File: config.mk
export PLATFORM = sky130hd
export DESIGN_NAME = mul_job_sequencer
export DESIGN_NICKNAME = d
export VERILOG_FILES = /design/src/rtl/mul_seq_pkg.sv /design/src/rtl/mul_job_sequencer_bus_txn.sv /design/src/rtl/mul_job_sequencer.sv
export SDC_FILE = /design/constraint.sdc
export NUM_CORES = 1
export LEC_CHECK = 0
export CAP_MARGIN = 30
export CORE_MARGIN = 3
export CORE_UTILIZATION = 24
export DETAILED_ROUTE_END_ITERATION = 8
export GPL_ROUTABILITY_DRIVEN = 0
export GPL_TIMING_DRIVEN = 0
export SYNTH_ARGS = -nofsm -noshare
export SYNTH_HDL_FRONTEND = slang
export SYNTH_SLANG_ARGS = --single-unit
export TNS_END_PERCENT = 100
File: constraint.sdc
create_clock -name clk -period 2 [get_ports clk]
set_input_delay 0.4 -clock clk [delete_from_list [all_inputs] [get_ports clk]]
set_output_delay 0.4 -clock clk [all_outputs]
set_load 0.02 [all_outputs]
File: src/rtl/mul_seq_pkg.sv
// Shared constants and enums for the multiplier job sequencer.
// Holds peripheral register addresses, job FSM states and bus phases.
package mul_seq_pkg;

  localparam logic [15:0] ADDR_A1 = 16'h108;
  localparam logic [15:0] ADDR_A2 = 16'h110;
  localparam logic [15:0] ADDR_W  = 16'h118;
  localparam logic [15:0] ADDR_L  = 16'h120;
  localparam logic [15:0] ADDR_B  = 16'h128;

  typedef enum logic [2:0] {
    IDLE,
    WR_A,
    WR_B,
    POLL,
    RD_W,
    RD_L,
    RESP
  } state_t;

  typedef enum logic [1:0] {
    SETUP,
    STB,
    CAP
  } phase_t;

endpackage

File: src/rtl/mul_job_sequencer_bus_txn.sv
// Single gpioemu bus transaction engine.
// Write: SETUP, STB. Read: SETUP, STB, CAP.
module bus_txn (
  input  logic        clk,
  input  logic        rst_n,
  input  logic        start,
  input  logic        is_read,
  input  logic [15:0] addr,
  input  logic [31:0] wdata,
  output logic        done,
  output logic [31:0] rdata,
  output logic [15:0] m_saddress,
  output logic        m_swr,
  output logic        m_srd,
  output logic [31:0] m_sdata_in,
  input  logic [31:0] m_sdata_out
);
  import mul_seq_pkg::*;

  phase_t phase;
  phase_t phase_nx;

  always_ff @(posedge clk or negedge rst_n) begin
    if (!rst_n) phase <= SETUP;
    else        phase <= phase_nx;
  end

  // Strobes decode from the registered phase, so reset drops them at once.
  always_comb begin
    phase_nx   = phase;
    done       = 1'b0;
    m_swr      = 1'b0;
    m_srd      = 1'b0;
    m_saddress = start ? addr : 16'h0000;
    m_sdata_in = start ? wdata : 32'h0;
    rdata      = m_sdata_out;
    if (start) begin
      unique case (phase)
        SETUP: phase_nx = STB;
        STB: begin
          m_swr = !is_read;
          m_srd = is_read;
          if (is_read) begin
            phase_nx = CAP;
          end else begin
            done     = 1'b1;
            phase_nx = SETUP;
          end
        end
        CAP: begin
          done     = 1'b1;
          phase_nx = SETUP;
        end
        default: phase_nx = SETUP;
      endcase
    end
  end

endmodule

File: src/rtl/mul_job_sequencer.sv
// Two-requester job sequencer driving the gpioemu multiplier bus.
// Optional poll timeout enabled with `define POLL_TIMEOUT_EN.
module mul_job_sequencer #(
  parameter int OPERAND_W  = 24,
  parameter int POLL_LIMIT = 255
) (
  input  logic                 clk,
  input  logic                 n_reset,
  input  logic                 req0_valid,
  output logic                 req0_ready,
  input  logic [OPERAND_W-1:0] req0_a,
  input  logic [OPERAND_W-1:0] req0_b,
  input  logic                 req1_valid,
  output logic                 req1_ready,
  input  logic [OPERAND_W-1:0] req1_a,
  input  logic [OPERAND_W-1:0] req1_b,
  output logic                 rsp_valid,
  input  logic                 rsp_ready,
  output logic                 rsp_id,
  output logic [31:0]          rsp_w,
  output logic [31:0]          rsp_l,
  output logic                 rsp_err,
  output logic [15:0]          m_saddress,
  output logic                 m_swr,
  output logic                 m_srd,
  output logic [31:0]          m_sdata_in,
  input  logic [31:0]          m_sdata_out,
  output logic                 busy
);
  import mul_seq_pkg::*;

  state_t                state;
  logic [OPERAND_W-1:0]  a_q;
  logic [OPERAND_W-1:0]  b_q;
  logic                  id_q;
  logic                  last_grant;
  logic [31:0]           w_q;
  logic [31:0]           l_q;
  logic                  start;
  logic                  is_read;
  logic [15:0]           addr;
  logic [31:0]           wdata;
  logic                  done;
  logic [31:0]           rdata;
  logic                  idle;
  logic                  expire;
  logic                  poll_busy;

  assign idle       = (state == IDLE);
  assign req0_ready = idle & req0_valid & (!req1_valid | last_grant);
  assign req1_ready = idle & req1_valid & (!req0_valid | !last_grant);
  assign rsp_valid  = (state == RESP);
  assign rsp_id     = id_q;
  assign rsp_w      = w_q;
  assign rsp_l      = l_q;
  assign busy       = !idle;
  assign poll_busy  = (state == POLL) & done & (rdata != 32'h0);

  always_comb begin
    start   = 1'b1;
    is_read = 1'b0;
    addr    = 16'h0000;
    wdata   = 32'h0;
    unique case (state)
      WR_A: begin addr = ADDR_A1; wdata = 32'(a_q); end
      WR_B: begin addr = ADDR_A2; wdata = 32'(b_q); end
      POLL: begin addr = ADDR_B; is_read = 1'b1; end
      RD_W: begin addr = ADDR_W; is_read = 1'b1; end
      RD_L: begin addr = ADDR_L; is_read = 1'b1; end
      default: start = 1'b0;
    endcase
  end

`ifdef POLL_TIMEOUT_EN
  localparam logic [7:0] LIMIT = 8'(POLL_LIMIT);
  logic [7:0] polls;
  logic       err_q;

  assign expire  = (polls + 8'd1) >= LIMIT;
  assign rsp_err = err_q;

  always_ff @(posedge clk or negedge n_reset) begin
    if (!n_reset) begin
      polls <= 8'd0;
      err_q <= 1'b0;
    end else begin
      if (state == WR_A)  polls <= 8'd0;
      else if (poll_busy) polls <= polls + 8'd1;
      if (req0_ready | req1_ready) err_q <= 1'b0;
      else if (poll_busy & expire) err_q <= 1'b1;
    end
  end
`else
  assign expire  = 1'b0;
  assign rsp_err = 1'b0;
`endif

  always_ff @(posedge clk or negedge n_reset) begin
    if (!n_reset) begin
      state      <= IDLE;
      a_q        <= '0;
      b_q        <= '0;
      id_q       <= 1'b0;
      last_grant <= 1'b1;
      w_q        <= 32'h0;
      l_q        <= 32'h0;
    end else begin
      unique case (state)
        IDLE: if (req0_ready | req1_ready) begin
          state      <= WR_A;
          id_q       <= req1_ready;
          last_grant <= req1_ready;
          a_q        <= req1_ready ? req1_a : req0_a;
          b_q        <= req1_ready ? req1_b : req0_b;
        end
        WR_A: if (done) state <= WR_B;
        WR_B: if (done) state <= POLL;
        POLL: if (done) begin
          if (rdata == 32'h0) begin
            state <= RD_W;
          end else if (expire) begin
            state <= RESP;
            w_q   <= 32'h0;
            l_q   <= 32'h0;
          end
        end
        RD_W: if (done) begin
          w_q   <= rdata;
          state <= RD_L;
        end
        RD_L: if (done) begin
          l_q   <= rdata;
          state <= RESP;
        end
        RESP: if (rsp_ready) state <= IDLE;
        default: state <= IDLE;
      endcase
    end
  end

  bus_txn u_bus (
    .clk         (clk),
    .rst_n       (n_reset),
    .start       (start),
    .is_read     (is_read),
    .addr        (addr),
    .wdata       (wdata),
    .done        (done),
    .rdata       (rdata),
    .m_saddress  (m_saddress),
    .m_swr       (m_swr),
    .m_srd       (m_srd),
    .m_sdata_in  (m_sdata_in),
    .m_sdata_out (m_sdata_out)
  );

endmodule

* Yosys cells after proc, flatten, opt, wreduce, memory -nomap -nowiden
Cells that the tools add are included.
W data, S select, Z words.
** Word-level totals
- Register bits :: 119
- Input bits :: 133
- Output and inout port bits :: 120
- Word-level logic and storage cells :: 71
** Cells by class
- Equality and inequality tests :: 16
- Muxes and demuxes :: 26
- Bitwise operators :: 7
- Reduce and logical (&&, ||, !) cells :: 14
** Operator list (count)
- $mux W24 :: 3
- $pmux W24 S2 :: 1
- $pmux W9 S5 :: 1
- $logic_not A32 Y1 :: 1
- $mux W3 :: 8
- $pmux W3 S7 :: 1
- $ne A2 B2 Y1 const B :: 5
- $eq A3 B3 Y1 const B :: 3
- $mux W9 :: 1
- $mux W1 :: 8
- $reduce_and A8 Y1 :: 1
- $eq A3 B2 Y1 const B :: 2
- $ne A2 B1 Y1 const B :: 3
- $reduce_and A2 Y1 :: 3
- $logic_not A1 Y1 :: 5
- $reduce_or A5 Y1 :: 1
- $and A1 B1 Y1 :: 4
- $pmux W2 S2 :: 1
- $eq A3 B1 Y1 const B :: 1
- $logic_not A3 Y1 :: 1
- $or A1 B1 Y1 :: 3
- $reduce_or A3 Y1 :: 1
- $eq A2 B1 Y1 const B :: 1
- $eq A2 B2 Y1 const B :: 1
- 3 further kinds :: 3

* Depth between registers and ports, before layout
Gate-level depths: netlist (run 1).
- Word-level depth :: 8
- Gate-level depth with buffers :: 6
- Mapped depth without buffers :: 6

* Cells and area by module
From an unflattened synthesis (run 1), not the netlist that was laid out.
** Second synthesis, totals
- Cell total of the unflattened synthesis :: 537
- Area total of the unflattened synthesis :: 5950.7 um^2
** Modules (own cells, without submodules)
- mul_job_sequencer :: instances 1, cells each 436, area each 5228.8 um^2, sequential area each 2929.1 um^2
- bus_txn :: instances 1, cells each 101, area each 721.9 um^2, sequential area each 50.0 um^2

* Worst setup path after synthesis (run 1)
Ideal clock, no wire load.
- Kind :: register to register
- From :: register u_bus.phase[0]
- To :: register w_q[0], in the netlist rsp_w[0]
- Setup time :: 125 ps
- Arrival time :: 1720 ps
- Data required time :: 1875 ps
- Setup slack :: 155 ps
- Cell stages (with the launch flop) :: 7
- Path buffers :: 1
- Clock period less this slack :: 1845 ps
- Path through :: dfrtp_1 > inv_1 > ha_1 > nand2_2 > nor4b_4 > buf_6 > mux2_2
** Between the ends
- Word-level cells in the longest chain between the ends :: 4
- Elaborated cells between the ends (all ways) :: 5
- Classes of those cells :: 2 x eq/ne; 2 x mux; 1 x reduce/logical
** RTL lines
- start, declared :: line mul_job_sequencer_bus_txn.sv:20 : phase_t phase;
- start signal, assigned :: line mul_job_sequencer_bus_txn.sv:25 : else phase <= phase_nx;
- $eq A2 B2 Y1 or $eq A2 B1 Y1 (tied branches) :: line mul_job_sequencer_bus_txn.sv:38 : unique case (phase)
- $pmux W1 S2 * :: line mul_job_sequencer_bus_txn.sv:38
- $mux W1 * :: line mul_job_sequencer_bus_txn.sv:37 : if (start) begin
- $reduce_and A2 Y1 (no source line) *
- end signal, assigned :: line mul_job_sequencer.sv:128 : w_q <= rdata;
- end, declared :: line mul_job_sequencer.sv:37 : logic [31:0] w_q;
Every way passes the cells marked *; elsewhere a longest branch is shown, timed or not.
A chain may end at the register's enable or synchronous reset.

* Final worst setup path (run 1)
- From :: register state[2]
- To :: output m_sdata_in[16]
** Between the ends
- Word-level cells in the longest chain between the ends :: 4
- Elaborated cells between the ends (all ways) :: 9
- Classes of those cells :: 5 x eq/ne; 3 x mux; 1 x reduce/logical
** RTL lines
- start, declared :: line mul_job_sequencer.sv:32 : state_t state;
- start signal, assigned :: line mul_job_sequencer.sv:100 : state <= IDLE;
- start signal, assigned :: line mul_job_sequencer.sv:110 : state <= WR_A;
- start signal, assigned :: line mul_job_sequencer.sv:116 : WR_A: if (done) state <= WR_B;
- $eq A3 B2 Y1, or another cell as far along :: line mul_job_sequencer.sv:64 : unique case (state)
- $reduce_or A5 Y1 (no source line)
- $mux W1 :: line mul_job_sequencer.sv:64
- $mux W24 * :: line mul_job_sequencer_bus_txn.sv:35 : m_sdata_in = start ? wdata : 32'h0;
- end, declared :: line mul_job_sequencer.sv:26 : output logic [31:0] m_sdata_in,
Marked as above.

==> results.json, run 1 <==
{
  "status": "complete, but fails checks",
  "violations": "negative setup slack",
  "fillers": 2239,
  "worst_r2r_path_depth": 7,
  "detail-route-antenna-nets": 0,
  "leakage_nw": 4.605,
  "cp_slowest_stage_delay_ps": 380,
  "synth.avg_cell_area_um2": 12.03,
  "slew_viol_final": 0,
  "grt_max_degree": 63,
  "crit_required_ps": 1600,
  "ys_ff_latch": 119,
  "place_area_um2": 8522,
  "clkTransAtPathRegs_ps": 50,
  "worstSetupStartpointType": "flip-flop",
  "num_vias": 4744,
  "synth.cell_area_um2": 5714,
  "utilization_pct": 41.96,
  "cp_slowest_cell": "dfrtp_1",
  "cp_num_cells": 7,
  "path_cells": "buf_6, nand2b_4, nor2_4, buf_8, clkbuf_16, a22o_1, buf_6",
  "area_growth_pct": 68.78,
  "root_buffer": "clkbuf_16",
  "rsz0062_at_grt": "yes",
  "finalSetupViolations": 30,
  "nNetsFinal": 912,
  "coreArea_um2": 22980,
  "clkSinkCount": 119,
  "cp-end-kind": "output port",
  "period_share_pct": 108.7,
  "arrival_ps": 1770,
  "ctsLongestPathBuffers": 2,
  "worstMarginPinSlew_ps": 613.4,
  "antenna_found_initial": 0,
  "via_per_inst": 4.305,
  "crit_type": "reg2out",
  "grtUsageTotal_pct": 15.27,
  "tritoncts": "built",
  "htreeDepth": 4,
  "drive_above_1_share_pct": 28.52,
  "vdd_drop_max_uv": 493.7,
  "setup_ws_ps": -174.2,
  "syn_inst": 475,
  "yosysSeqAreaShare_pct": 52.13,
  "drv_cap": 0,
  "die_y_um": 160.3,
  "wire_per_inst_um": 18.07,
  "crit_family": "buffers and inverters",
  "clock_latency_ps": 410,
  "drc": 0,
  "slew_headroom_pct": 59.10,
  "port_buffers": 231,
  "skew_ps": 11.29,
  "hp-class": "reg2reg",
  "grt_pass1_vias": 5002,
  "rows": 55,
  "drt_pass1_iterations": 5,
  "critPathMaxFanout": 5,
  "critPathMostFrequentCell": "buf_6",
  "yosys_warnings": 0,
  "powerDensity_nw_per_um2": 980.0,
  "fmax_mhz": 459.9,
  "synthDistinctLibCells": 43,
  "start_util_pct": 24.86,
  "io_pins": 253,
  "grt_pass1_wl_um": 30240,
  "crit_buf_inv": 4,
  "die_area_um2": 25700,
  "drt_iter0_markers": 188,
  "fin_area_um2": 9644,
  "antenna_cells": 0,
  "hold_viol_final": 0,
  "min_path_cells": 2,
  "numCtsBuffers": 17,
  "setup_tns_ps": -3564,
  "hpwl_um": 14460,
  "wirelength_um": 19910,
  "globalRoute.totalOverflow": 0,
  "fin_crit_ps": 2174,
  "die-width_um": 160.3,
  "dp_slack_ps": -893.9
}
-- sequential cells by signal, indices dropped and copies added (netlist names) --
signal,cells
rsp_l,32
u_bus.phase,2
a_q,24
state,3
rsp_w,32
last_grant,1
rsp_id,1
b_q,24
-- placed cells by master (no fill, tap or decap), types with 2 or more instances in the layout --
cell type	count
nand4_1	2
clkinv_2	2
buf_8	9
clkbuf_16	18
nand3_4	2
nor2_1	50
clkinvlp_4	3
nor4_1	6
dfrtp_1	118
mux2_2	61
o21ai_0	2
clkbuf_8	4
a22o_1	24
buf_16	2
buf_4	50
a21oi_1	50
conb_1	21
o21a_1	3
mux2_1	3
nor2b_1	2
mux2i_1	48
buf_6	44
ha_4	3
nand2b_1	4
nand2_1	9
inv_2	3
clkbuf_2	3
clkdlybuf4s50_1	196
clkbuf_1	7
a21boi_2	2
nor3_4	2
or4bb_1	2
bufinv_16	4
-- area by class of cell --
class	instances	area, um2	area share (%)
Tap cell	313	391.6	4.061
Clock buffer	21	470.5	4.878
Timing Repair Buffer	264	2659	27.57
Sequential cell	119	2979	30.89
Multi-Input combinational cell	319	2497	25.90
Buffer	50	455.4	4.722
Inverter	5	21.27	0.2206
Clock inverter	11	170.2	1.764
-- synthesized netlist by cell type (all sizes together) --
master,number,area (um2)
o21a,3,22.52
nor2b,3,18.77
nor4b,2,32.53
a21boi,2,15.01
o31ai,1,7.510
o311ai,1,8.760
xor2,1,8.760
and3b,1,8.760
conb,1,3.750
or4,1,7.510
o211a,1,10.01
and2,1,6.260
clkbuf,9,33.78
ha,3,37.54
nor4,7,43.79
a22oi,1,7.510
mux2i,48,480.5
nand2b,5,31.28
nor3b,1,12.51
buf,43,351.6
nand4,2,12.51
a22o,24,210.2
nand3,3,40.03
o21bai,1,7.510
a21oi,51,255.2
nand3b,1,7.510
nand2,10,40.04
dfstp,1,26.28
dfrtp,118,2953
mux2,64,720.7
o211ai,1,7.510
o21ai,3,15.01
or4bb,2,22.52
nor2,51,191.4
nor3,3,37.53
inv,5,18.77
-- timing repair --
| action | in CTS | in global routing |
|---|---|---|
| pin swaps | 6 | 6 |
| cloned | 1 | 1 |
| hold buffers | 1 | 0 |
| buffers inserted | 21 | 8 |
| hold endpoints to repair | 18 | 0 |
| resized for setup | 234 | 31 |
| endpoints found under the setup margin | 80 | 103 |
-- worst register-to-register path, cell delays in order (launching register included) --
cell and delay [ps]:
dfrtp_1 400, inv_2 90, ha_4 310, nand2_2 90, nor4b_4 230, buf_6 170, buf_8 150, mux2_2 340
-- power by group --
group	switching, mW	internal [mW]
sequential	0.328	2.96
clock	1.17	2.19
combinational	1.27	1.53
-- layer usage --
layer  part of all wire, %  vias to the layer above  global-route usage, %
met5                     0                        -                      0
met4                   1.6                        0                  4.221
met3                   4.6                       17                  3.637
met2                    50                      122                  25.79
met1                    44                     2335                  19.61
li1                      -                     2270                      -
-- path summary, 6_finish.rpt --
check,from,to,slack (ps)
hold reg to reg,last_grant,last_grant,460
max in group asynchronous,n_reset,last_grant,700
setup reg to reg,u_bus.phase[1],rsp_w[29],90
setup / recovery,state[2],m_sdata_in[16],-170
hold / removal,last_grant,last_grant,460
min in group asynchronous,n_reset,rsp_w[21],540
-- stage by stage --
step	hold WS (ps)	cells	total power, mW
6_report	464.6	1102	9.451
5_1_grt	505.6	1102	9.942
4_1_cts	474.2	1094	9.469
3_5_place_dp	415.3	1040	5.777
3_3_place_gp	462.3	1039	5.742
2_1_floorplan	104.4	495	4.640
-- logic make-up (layout without fill, tap and decap cells) --
kind of cell | after synthesis | count (layout) | synth area share [%]
DFF | 119 | 119 | 52.13
muxes | 112 | 112 | 21.02
and+or+nand+nor | 93 | 93 | 8.977
AOI/OAI and AO/OA | 89 | 89 | 9.919
buffers and inverters | 57 | 351 | 7.073
adders and majority gates | 3 | 3 | 0.6570
other | 1 | 21 | 0.06563
xor gates and xnor gates | 1 | 1 | 0.1533
Power figures use the tool's default switching activity.
==> run 2: changes to the inputs <==
--- a/config.mk
+++ b/config.mk
@@ -14,4 +14,3 @@
 export SYNTH_ARGS = -nofsm -noshare
 export SYNTH_HDL_FRONTEND = slang
 export SYNTH_SLANG_ARGS = --single-unit
-export TNS_END_PERCENT = 100
==> results of run 2 <==
Final layout, timing and power as in run 1 (identical DEF).
==> run 3: changes to the inputs <==
--- a/config.mk
+++ b/config.mk
@@ -8,9 +8,11 @@
 export CAP_MARGIN = 30
 export CORE_MARGIN = 3
 export CORE_UTILIZATION = 24
+export CTS_CLUSTER_DIAMETER = 200
 export DETAILED_ROUTE_END_ITERATION = 8
 export GPL_ROUTABILITY_DRIVEN = 0
 export GPL_TIMING_DRIVEN = 0
+export PLACE_DENSITY = 0.55
 export SYNTH_ARGS = -nofsm -noshare
 export SYNTH_HDL_FRONTEND = slang
 export SYNTH_SLANG_ARGS = --single-unit
==> results.json, run 3 (same netlist as run 1, synthesis figures left out) <==
{
  "antenna_found_initial": 0,
  "grt_pass1_vias": 4909,
  "fmax_mhz": 458.9,
  "crit_required_ps": 1600,
  "clkSinkCount": 119,
  "skew_ps": 9.941,
  "crit_type": "reg2out",
  "port_buffers": 231,
  "crit_buf_inv": 4,
  "numCtsBuffers": 17,
  "worstSetupStartpointType": "flip-flop",
  "grt_pass1_wl_um": 30350,
  "powerDensity_nw_per_um2": 966.7,
  "rows": 55,
  "drc": 0,
  "vdd_drop_max_uv": 399.0,
  "dp.cells": 1040,
  "htreeDepth": 4,
  "fin_area_um2": 9619,
  "drive_above_1_share_pct": 28.91,
  "cp-end-kind": "output port",
  "die_area_um2": 25700,
  "setup_tns_ps": -4133,
  "critPathMostFrequentCell": "buf_6",
  "wirelength_um": 20140,
  "period_share_pct": 109.0,
  "status": "complete, but fails checks",
  "rsz0062_at_grt": "yes",
  "drv_cap": 0,
  "globalRoute.totalOverflow": 0,
  "io_pins": 253,
  "mostFrequentLayoutCells": "clkdlybuf4s50_1, dfrtp_1, mux2_2",
  "slew_viol_final": 0,
  "drt_pass1_iterations": 4,
  "violations": "negative setup slack",
  "r2r_start": "u_bus.phase[1]",
  "hp-class": "in2async",
  "coreArea_um2": 22980,
  "worstMarginPinSlew_ps": 608.1,
  "tritoncts": "built",
  "via_per_inst": 4.315,
  "grt_max_degree": 90,
  "leakage_nw": 4.632,
  "fin_cells": 1105,
  "clock_latency_ps": 420,
  "worstReg2RegEnd": "rsp_w[11]",
  "root_buffer": "clkbuf_16",
  "arrival_ps": 1780,
  "place_area_um2": 8522,
  "hold_viol_final": 0,
  "wire_per_inst_um": 18.22,
  "area_growth_pct": 68.34,
  "num_vias": 4768,
  "cp_num_cells": 7,
  "fillers": 2287,
  "whs_ps": 435.5,
  "crit_family": "buffers and inverters",
  "endpoint": "m_sdata_in[21]",
  "die_y_um": 160.3,
  "critPathMaxFanout": 5,
  "setup_ws_ps": -179.3,
  "slew_headroom_pct": 59.46,
  "detail-route-antenna-nets": 0,
  "r2r_slack_ps": 90,
  "clkTransAtPathRegs_ps": 60,
  "start_util_pct": 24.86,
  "grtUsageTotal_pct": 15.43,
  "ctsLongestPathBuffers": 2,
  "cp_slowest_stage_delay_ps": 400,
  "die-width_um": 160.3,
  "path_cells": "buf_6, nand2b_4, nor2_4, buf_6, buf_8, a22o_1, buf_6",
  "fin_crit_ps": 2179,
  "finalSetupViolations": 32,
  "final_common_cell": "clkdlybuf4s50_1",
  "startpoint": "state[2]",
  "worst_r2r_path_depth": 7,
  "nNetsFinal": 915,
  "cp_slowest_cell": "dfrtp_1",
  "hpwl_um": 14460,
  "utilization_pct": 41.85,
  "antenna_cells": 0,
  "drt_iter0_markers": 154
}
-- run 3: cell types whose count changed in the layout (fill, tap and decap cells not counted), moves of 3 or more --
cell / before / now
buf_4: 50 / 55
buf_6: 44 / 49
buf_8: 9 / 4
clkinv_4: 1 / 6
clkbuf_8: 4 / 0
clkinvlp_4: 3 / 0
-- run 3: how the worst min path moves through the flow --
| stage | from | endpoint | slack [ps] |
|---|---|---|---|
| 2_1_floorplan | n_reset | a_q[0] | 100 |
| 3_3_place_gp | last_grant | last_grant | 460 |
| 3_5_place_dp | n_reset | rsp_w[19] | 310 |
| 4_1_cts | n_reset | rsp_w[19] | 430 |
| 5_1_grt | n_reset | rsp_w[19] | 450 |
| 6_report | n_reset | rsp_w[19] | 440 |
-- run 3: through the flow --
step                power, mW  worst slack, ps
floorplan               4.640            155.4
detailed placement      5.783           -907.1
global route            9.807           -279.7
finish                  9.299           -179.3
CTS                     9.222           -240.2
global placement        5.747            -4746
-- run 3: layout make-up --
class	instances	area [um2]	share of cell area (%)
Timing Repair Buffer	267	2674	27.80
Clock inverter	13	170.2	1.769
Multi-Input combinational cell	319	2504	26.03
Buffer	50	441.7	4.592
Inverter	5	26.28	0.2732
Sequential cell	119	2979	30.97
Clock buffer	19	432.9	4.501
Tap cell	313	391.6	4.071
-- run 3: worst reg2reg max path, stage by stage, from the launching register on --
cell and delay (ps):
dfrtp_1 360, inv_2 80, ha_4 300, nand2_2 100
nor4b_4 270, buf_6 160, buf_6 160, mux2_2 350
-- run 3: routing by layer --
layer	wire length (um)	GRT usage, %	up-vias
met1	8743	19.30	2352
met3	930	3.663	26
met2	9998	26.03	127
met5	0	0	-
met4	465	5.602	0
li1	-	-	2263
-- run 3: power by group --
part / switching, mW / leakage [nW] / internal, mW / total, mW
clock network: 1.22 / 0.296 / 1.98 / 3.20
logic: 1.27 / 2.82 / 1.55 / 2.82
registers: 0.322 / 1.52 / 2.96 / 3.28
-- run 3: what timing repair did --
item	in CTS	in global routing
setup buffers	20	12
gates cloned	2	0
endpoints found under the hold margin	30	0
endpoints found under the setup margin	86	103
pin swaps	10	12
hold buffers	1	0
gates resized for setup	217	47
